===== src/rtl/fig_writer_if.sv =====
// fig_writer_if: control, token stream and RAM write port of the figure slot loader
interface fig_writer_if;
  logic        start;
  logic [1:0]  fig_select;
  logic        abort;
  logic        in_valid;
  logic [7:0]  in_data;
  logic        in_ready;
  logic        wr_en;
  logic [16:0] wr_addr;
  logic [5:0]  wr_data;
  logic        busy;
  logic        done;
  logic        overrun;
  modport master (
    output start, fig_select, abort, in_valid, in_data,
    input  in_ready, wr_en, wr_addr, wr_data, busy, done, overrun
  );
  modport slave (
    input  start, fig_select, abort, in_valid, in_data,
    output in_ready, wr_en, wr_addr, wr_data, busy, done, overrun
  );
endinterface


===== src/rtl/fig_writer.sv =====
// fig_writer: expands run-length palette tokens into raster-order writes of one figure RAM slot
module fig_writer #(
  parameter int FIG_X_SIZE = 128,
  parameter int FIG_Y_SIZE = 256
) (
  input  logic         pixel_clk_i,
  input  logic         reset_n_i,
  fig_writer_if.slave  bus
);
  localparam int PIX = FIG_X_SIZE * FIG_Y_SIZE;
  localparam int PW = $clog2(PIX);
  localparam logic [PW-1:0] LAST = PW'(PIX - 1);
  localparam logic [16:0] PIX17 = 17'(PIX);
  typedef enum logic [1:0] {IDLE, LOAD, EXPAND} state_t;
  state_t        state_q;
  logic [16:0]   base_q;
  logic [16:0]   wr_addr_q;
  logic [PW-1:0] p_q;
  logic [1:0]    rem_q;
  logic [5:0]    idx_q;
  logic [5:0]    wr_data_q;
  logic          wr_en_q;
  logic          busy_q;
  logic          done_q;
  logic          overrun_q;
  logic          take_d;
  logic          wr_d;
  logic          last_d;
  logic [1:0]    left_d;
  logic [5:0]    pix_d;
  // a write happens on an accepted token or an expansion cycle, unless abort kills it
  always_comb begin
    take_d = state_q == LOAD && bus.in_valid && !bus.abort;
    wr_d   = take_d || (state_q == EXPAND && !bus.abort);
    left_d = take_d ? bus.in_data[7:6] : rem_q - 2'd1;
    pix_d  = take_d ? bus.in_data[5:0] : idx_q;
    last_d = p_q == LAST;
  end
  // loader FSM with registered write port and status outputs
  always_ff @(posedge pixel_clk_i) begin
    if (!reset_n_i) begin
      state_q   <= IDLE;
      base_q    <= '0;
      p_q       <= '0;
      rem_q     <= '0;
      idx_q     <= '0;
      wr_en_q   <= 1'b0;
      wr_addr_q <= '0;
      wr_data_q <= '0;
      busy_q    <= 1'b0;
      done_q    <= 1'b0;
      overrun_q <= 1'b0;
    end else begin
      wr_en_q <= wr_d;
      done_q  <= wr_d && last_d;
      if (wr_d) begin
        wr_addr_q <= base_q + 17'(p_q);
        wr_data_q <= pix_d;
        idx_q     <= pix_d;
        rem_q     <= left_d;
        p_q       <= p_q + PW'(1);
      end
      if (state_q == IDLE) begin
        busy_q <= bus.start;
        if (bus.start) begin
          base_q    <= 17'(bus.fig_select) * PIX17;
          p_q       <= '0;
          overrun_q <= 1'b0;
          state_q   <= LOAD;
        end
      end else if (bus.abort) begin
        state_q <= IDLE;
        busy_q  <= 1'b0;
      end else if (wr_d) begin
        state_q <= last_d ? IDLE : left_d != 2'd0 ? EXPAND : LOAD;
        if (last_d && left_d != 2'd0) overrun_q <= 1'b1;
      end
    end
  end
  assign bus.in_ready = state_q == LOAD;
  assign bus.wr_en    = wr_en_q;
  assign bus.wr_addr  = wr_addr_q;
  assign bus.wr_data  = wr_data_q;
  assign bus.busy     = busy_q;
  assign bus.done     = done_q;
  assign bus.overrun  = overrun_q;
endmodule

===== src/flat_wrapper.sv =====
// flat-port wrapper written by rule: the top's interface ports become plain ports
module fig_writer_flat 
#(
  parameter int FIG_X_SIZE = 128,
  parameter int FIG_Y_SIZE = 256
)
  (pixel_clk_i, reset_n_i, bus_start, bus_fig_select, bus_abort, bus_in_valid, bus_in_data, bus_in_ready, bus_wr_en, bus_wr_addr, bus_wr_data, bus_busy, bus_done, bus_overrun);
  fig_writer_if bus_i ();
  input  logic pixel_clk_i;
  input  logic reset_n_i;
  input wire logic [$bits(bus_i.start)-1:0] bus_start;
  input wire logic [$bits(bus_i.fig_select)-1:0] bus_fig_select;
  input wire logic [$bits(bus_i.abort)-1:0] bus_abort;
  input wire logic [$bits(bus_i.in_valid)-1:0] bus_in_valid;
  input wire logic [$bits(bus_i.in_data)-1:0] bus_in_data;
  output wire logic [$bits(bus_i.in_ready)-1:0] bus_in_ready;
  output wire logic [$bits(bus_i.wr_en)-1:0] bus_wr_en;
  output wire logic [$bits(bus_i.wr_addr)-1:0] bus_wr_addr;
  output wire logic [$bits(bus_i.wr_data)-1:0] bus_wr_data;
  output wire logic [$bits(bus_i.busy)-1:0] bus_busy;
  output wire logic [$bits(bus_i.done)-1:0] bus_done;
  output wire logic [$bits(bus_i.overrun)-1:0] bus_overrun;
  assign bus_i.start = bus_start;
  assign bus_i.fig_select = bus_fig_select;
  assign bus_i.abort = bus_abort;
  assign bus_i.in_valid = bus_in_valid;
  assign bus_i.in_data = bus_in_data;
  assign bus_in_ready = bus_i.in_ready;
  assign bus_wr_en = bus_i.wr_en;
  assign bus_wr_addr = bus_i.wr_addr;
  assign bus_wr_data = bus_i.wr_data;
  assign bus_busy = bus_i.busy;
  assign bus_done = bus_i.done;
  assign bus_overrun = bus_i.overrun;
  fig_writer #(.FIG_X_SIZE(FIG_X_SIZE), .FIG_Y_SIZE(FIG_Y_SIZE)) u_core (.pixel_clk_i(pixel_clk_i), .reset_n_i(reset_n_i), .bus(bus_i));
endmodule

===== config.mk =====
export PLATFORM = sky130hd
export DESIGN_NAME = fig_writer_flat
export DESIGN_NICKNAME = d
export VERILOG_FILES = /design/src/rtl/fig_writer_if.sv /design/src/rtl/fig_writer.sv /design/src/flat_wrapper.sv
export SDC_FILE = /design/constraint.sdc
export NUM_CORES = 1
export LEC_CHECK = 0
export BUFFER_PORTS_ARGS = -buffer_cell sky130_fd_sc_hd__buf_2
export CAP_MARGIN = 40
export CORE_MARGIN = 8
export CORE_UTILIZATION = 55
export DETAILED_ROUTE_END_ITERATION = 6
export PLACE_DENSITY = 0.88
export RECOVER_POWER = 100
export SYNTH_ARGS = -nofsm -noshare
export SYNTH_HDL_FRONTEND = slang
export SYNTH_SLANG_ARGS = --single-unit

===== constraint.sdc =====
create_clock -name pixel_clk_i -period 3.1 [get_ports pixel_clk_i]
set_clock_uncertainty 0.1 [all_clocks]
set_input_delay 0.775 -clock pixel_clk_i [delete_from_list [all_inputs] [get_ports pixel_clk_i]]
set_output_delay 0.775 -clock pixel_clk_i [all_outputs]
set_load 0.005 [all_outputs]

Word level (Yosys, flattened, before mapping):

Cells that the tools add are included.

* $add $sub $neg: 3
* equal/unequal tests: 5
* muxes and demuxes: 17
* reductions and logical operators: 17

Operators by type and width (number)
* $mux W15: 3
* $add A17 B15 Y17: 1
* $add A15 B1 Y15 const B: 1
* $eq A15 B15 Y1 const B: 1
* $mux W2: 7
* $reduce_bool A2 Y1: 4
* $mux W1: 7
* $reduce_and A2 Y1: 3
* $logic_and A1 B1 Y1: 5
* $reduce_and A4 Y1: 1
* $reduce_bool A3 Y1: 1
* $eq A2 B1 Y1 const B: 1
* $eq A2 B2 Y1 const B: 1
* $logic_not A2 Y1: 1
* $ne A2 B1 Y1 const B: 1
* $ne A2 B2 Y1 const B: 1
* $sub A2 B1 Y2 const B: 1
* $logic_not A1 Y1: 1
* $logic_or A1 B1 Y1: 1

* register bits after elaboration: 48
* input bits: 15
* output and inout bits: 28
* word-level logic and storage cells: 52

Depth between registers and ports, before layout:

* depth in word-level cells: 10
* gate-level depth with buffers: 7

Worst setup path before layout:

OpenSTA, ideal clock, no wires.

* path type: input-to-reg
* start: input port bus_abort
* end: register u_core.p_q[12]
* setup time: 0.071 ns
* data arrival time: 2.004 ns
* slack: 0.925 ns
* cell stages on the path: 5
* path buffers: 1
* path through: buf_2 -> and4bb_2 -> o21ai_2 -> or4_1 -> a21oi_1

* word-level cells in the longest chain between the ends: 6
* elaborated cells on any way between the ends: 7

RTL lines
* start: declaration: RTL line flat_wrapper.sv:13 `input wire logic [$bits(bus_i.abort)-1:0] bus_abort;`
* $logic_not A1 Y1 (*): RTL line fig_writer.sv:33, fig_writer.sv:34
* $logic_and A1 B1 Y1, on equally long branches: RTL line fig_writer.sv:33, fig_writer.sv:34
* $logic_or A1 B1 Y1 (*): RTL line fig_writer.sv:34 `wr_d = take_d || (state_q == EXPAND && !bus.abort);`
* $mux W15 (*): RTL line fig_writer.sv:56 `if (wr_d) begin`
* $mux W15: RTL line fig_writer.sv:65 `if (bus.start) begin`
* $mux W15 (*): RTL line fig_writer.sv:63 `if (state_q == IDLE) begin`
* end signal: assignment: RTL line fig_writer.sv:61 `p_q <= p_q + PW'(1);`
* end: declaration: RTL line fig_writer.sv:18 `logic [PW-1:0] p_q;`

Mark *: on every way between the ends. The rest lies on a longest branch, timed or not.
A chain may end at the register's enable or synchronous reset.

Worst setup path in the final report:

Ends and elaborated chain as after synthesis.

==> flow_metrics.py <==
metrics = {
    "power": {
        "leakage_nw": 0.797,
        "total_power_mw": 1.15,
        "power_per_cell_area_nw_per_um2": 486,
        "vdd_drop_max_mv": 0.356,
    },
    "drt": {
        "via_per_inst": 5.42,
        "dr.pass1.iters": 4,
        "num_vias": 1777,
        "initialDrtViolationCount": 122,
        "final_antenna_net_count": 0,
        "drc": 0,
        "wl_um": 4570,
        "wl_per_cell_um": 13.9,
    },
    "cts": {
        "clock_sinks": 48,
        "clk_path_buf_depth": 2,
        "cts_max_level": 2,
        "clk_pin_slew_ps": 90,
        "numCtsBuffers": 5,
        "cts_tree": "yes",
        "post-cts-setup-buffers": 0,
        "clockRootBuffer": "clkbuf_8",
        "holdBufCountCts": 0,
        "cts_resized": 0,
        "insertion_delay_ps": 300,
    },
    "yosys": {
        "ys_seq_elements": 48,
        "seq_area_frac_synth_pct": 46.4,
        "ys_types": 46,
        "synth_area_um2": 2070,
        "synth-async-reset-ratio_pct": 0,
        "synthFlopType": "dfxtp_1",
        "synth_fp_nets": 257,
        "avgSynthCellArea_um2": 8.60,
        "synthCells": 241,
        "synth_edf_count": 0,
        "synth_warnings": 0,
    },
    "global_routing": {
        "globalRouteOverflowTotal": 0,
        "grt_first_pass_wirelength_um": 8090,
        "grt_max_degree": 33,
        "grt_usage_pct": 16.0,
        "antenna_found_initial": 0,
        "grt_pass1_vias": 1843,
    },
    "floorplanning": {
        "fp.dieH_um": 77.4,
        "core_area_um2": 3630,
        "num_rows": 22,
        "initial_core_util_pct": 57.0,
        "die_x_um": 77.4,
        "io_pins": 43,
        "dieArea_um2": 5990,
    },
    "setup_path": {
        "critPathBufInv": 1,
        "worstPathMaxFanout": 15,
        "slowest_delay_ps": 710,
        "cp-endpoint": "u_core.p_q[12]",
        "worstPathRequired_ps": 3230,
        "crit_family": "simple AND/OR/NAND/NOR gates",
        "crit_type": "in -> reg",
        "end_kind": "register",
        "crit_chain": "clkbuf_1 > and4bb_1 > o21ai_2 > or4_1 > a21oi_1",
        "slowest_stage": "and4bb_1",
        "worstRegToRegCells": 4,
        "reg2reg_slack_ps": 900,
        "cp.arrival_ps": 2530,
        "cp_num_cells": 5,
        "worstSetupStartpoint": "bus_abort",
        "r2r_start": "u_core.state_q[0]",
        "start_kind": "input port",
        "r2r_end": "u_core.p_q[12]",
    },
    "placed_design": {
        "dp_slack_ps": 629,
        "routabilityCongestion": 0.852,
        "dp.cells": 320,
        "io_buffer_count": 42,
        "dp_hpwl_um": 3340,
    },
    "layout": {
        "nets": 295,
        "utilization_pct": 65.2,
        "drive_gt1_share_pct": 10.4,
        "n_antenna_cell": 0,
        "area_delta_synth_final_pct": 14.3,
        "fin_cells": 328,
    },
    "sta": {
        "fin_ws_ps": 692,
        "rsz0062_at_grt": "false",
        "fin_crit_ps": 2410,
        "setup_viol": 0,
        "final_hold_viol_count": 0,
        "finalSetupTns_ps": 0,
        "finalMaxSlewViolations": 0,
        "relSlewSlack_pct": 30.1,
        "worstMarginPinSlew_ps": 1050,
        "fmax_ghz": 0.415,
        "min_period_over_period_pct": 77.7,
    },
    "job": {
        "drv_cap": 0,
    },
    "status": {
        "status": "completed",
    },
    "min_path": {
        "worstHoldPathType": "reg -> reg",
    },
}
-- worst min-delay path by stage --
stage / start / to / depth (start not counted)
floorplan: u_core.base_q[15] / u_core.bus.wr_addr[15] / 2
global placement: u_core.idx_q[5] / u_core.idx_q[5] / 2
detailed placement: u_core.idx_q[1] / u_core.idx_q[1] / 2
CTS: u_core.idx_q[1] / u_core.idx_q[1] / 2
global route: u_core.bus.wr_addr[4] / u_core.bus.wr_addr[4] / 2
finish: u_core.bus.wr_addr[4] / u_core.bus.wr_addr[4] / 2
-- final cells by class --
cell class | count | area, µm²
clock buffers | 6 | 72.6
clock inverters | 2 | 35.0
fillers | 337 | 1270
inverters | 3 | 11.3
multi-input cells | 178 | 1040
flip-flops and latches | 48 | 961
well taps | 48 | 60.1
repair buffers | 43 | 186
-- state kept, by name, indices dropped and copies added (netlist names) --
| signal | flops |
|---|---|
| u_core.idx_q | 6 |
| u_core.state_q | 2 |
| u_core.bus.overrun | 1 |
| u_core.bus.done | 1 |
| u_core.bus.busy | 1 |
| u_core.p_q | 15 |
| u_core.bus.wr_en | 1 |
| u_core.rem_q | 2 |
| u_core.bus.wr_addr | 17 |
| u_core.base_q | 2 |
-- tightest hold or removal path, cell delays in order (launching register included) --
cell      delay [ps]
dfxtp_1          320
nand2_1           50
a21boi_1          50
-- logic make-up (layout without fill, tap and decap cells) --
family	after synthesis	after routing	share of synthesized area (%)
buffers and inverters	15	54	3.14
adders and majority gates	1	1	0.604
DFF	48	48	46.4
AOI/OAI and AO/OA	61	61	19.5
muxes	4	4	1.93
xor gates and xnor gates	6	6	2.54
and+or+nand+nor	106	106	25.9
-- cells in the mapped netlist, types with 2 or more instances --
cell      instances  area share [%]
nand2_1          55              10
o21ai_0           9             2.2
o21ai_1           2            0.48
a21oi_1          12             2.9
inv_1             3            0.54
or3_1             3            0.91
mux2i_1           4             1.9
xnor2_1           3             1.3
nor2b_1           7             2.1
nor2_1           11             2.0
nand4_1           3            0.91
xor2_1            3             1.3
clkbuf_1          5            0.91
and2_1            3            0.91
or4_1             3             1.1
nor3_1            2            0.48
buf_2             7             1.7
dfxtp_1          48              46
a21boi_1         24             8.7
o31ai_1           3             1.1
o211ai_1          2            0.72
nand2b_1          3            0.91
and4_1            2            0.85
nand3_1           2            0.48
-- cell usage in the layout, fill, tap and decap left out, drive strengths merged, types with 4 or more instances in the layout --
cell type,synthesis,routed
nor2b,7,7
nor2,12,12
and2,4,4
o21ai,12,12
mux2i,4,4
a21boi,25,25
clkbuf,5,31
dfxtp,48,48
a21oi,12,12
nand2,55,55
buf,7,18
-- where the power goes --
group          internal (mW)  switching [mW]  total, mW
sequential             0.625         0.00978      0.635
clock                  0.239           0.203      0.442
combinational         0.0305          0.0433     0.0738
-- through the flow --
step,hold slack (ps),cell area [µm²]
after global routing,376,2370
after floorplan,330,2070
after global placement,338,2300
after detailed placement,344,2300
final,361,2370
after CTS,355,2400
-- routing by layer --
layer  wire, µm  GRT usage [%]  up-vias
li1           -              -      902
met2       2120           26.8       66
met1       2020           17.9      802
met4         66           5.09        0
met5          0              0        -
met3        361           6.80        7
No activity file was read; power rests on OpenSTA's default activity.
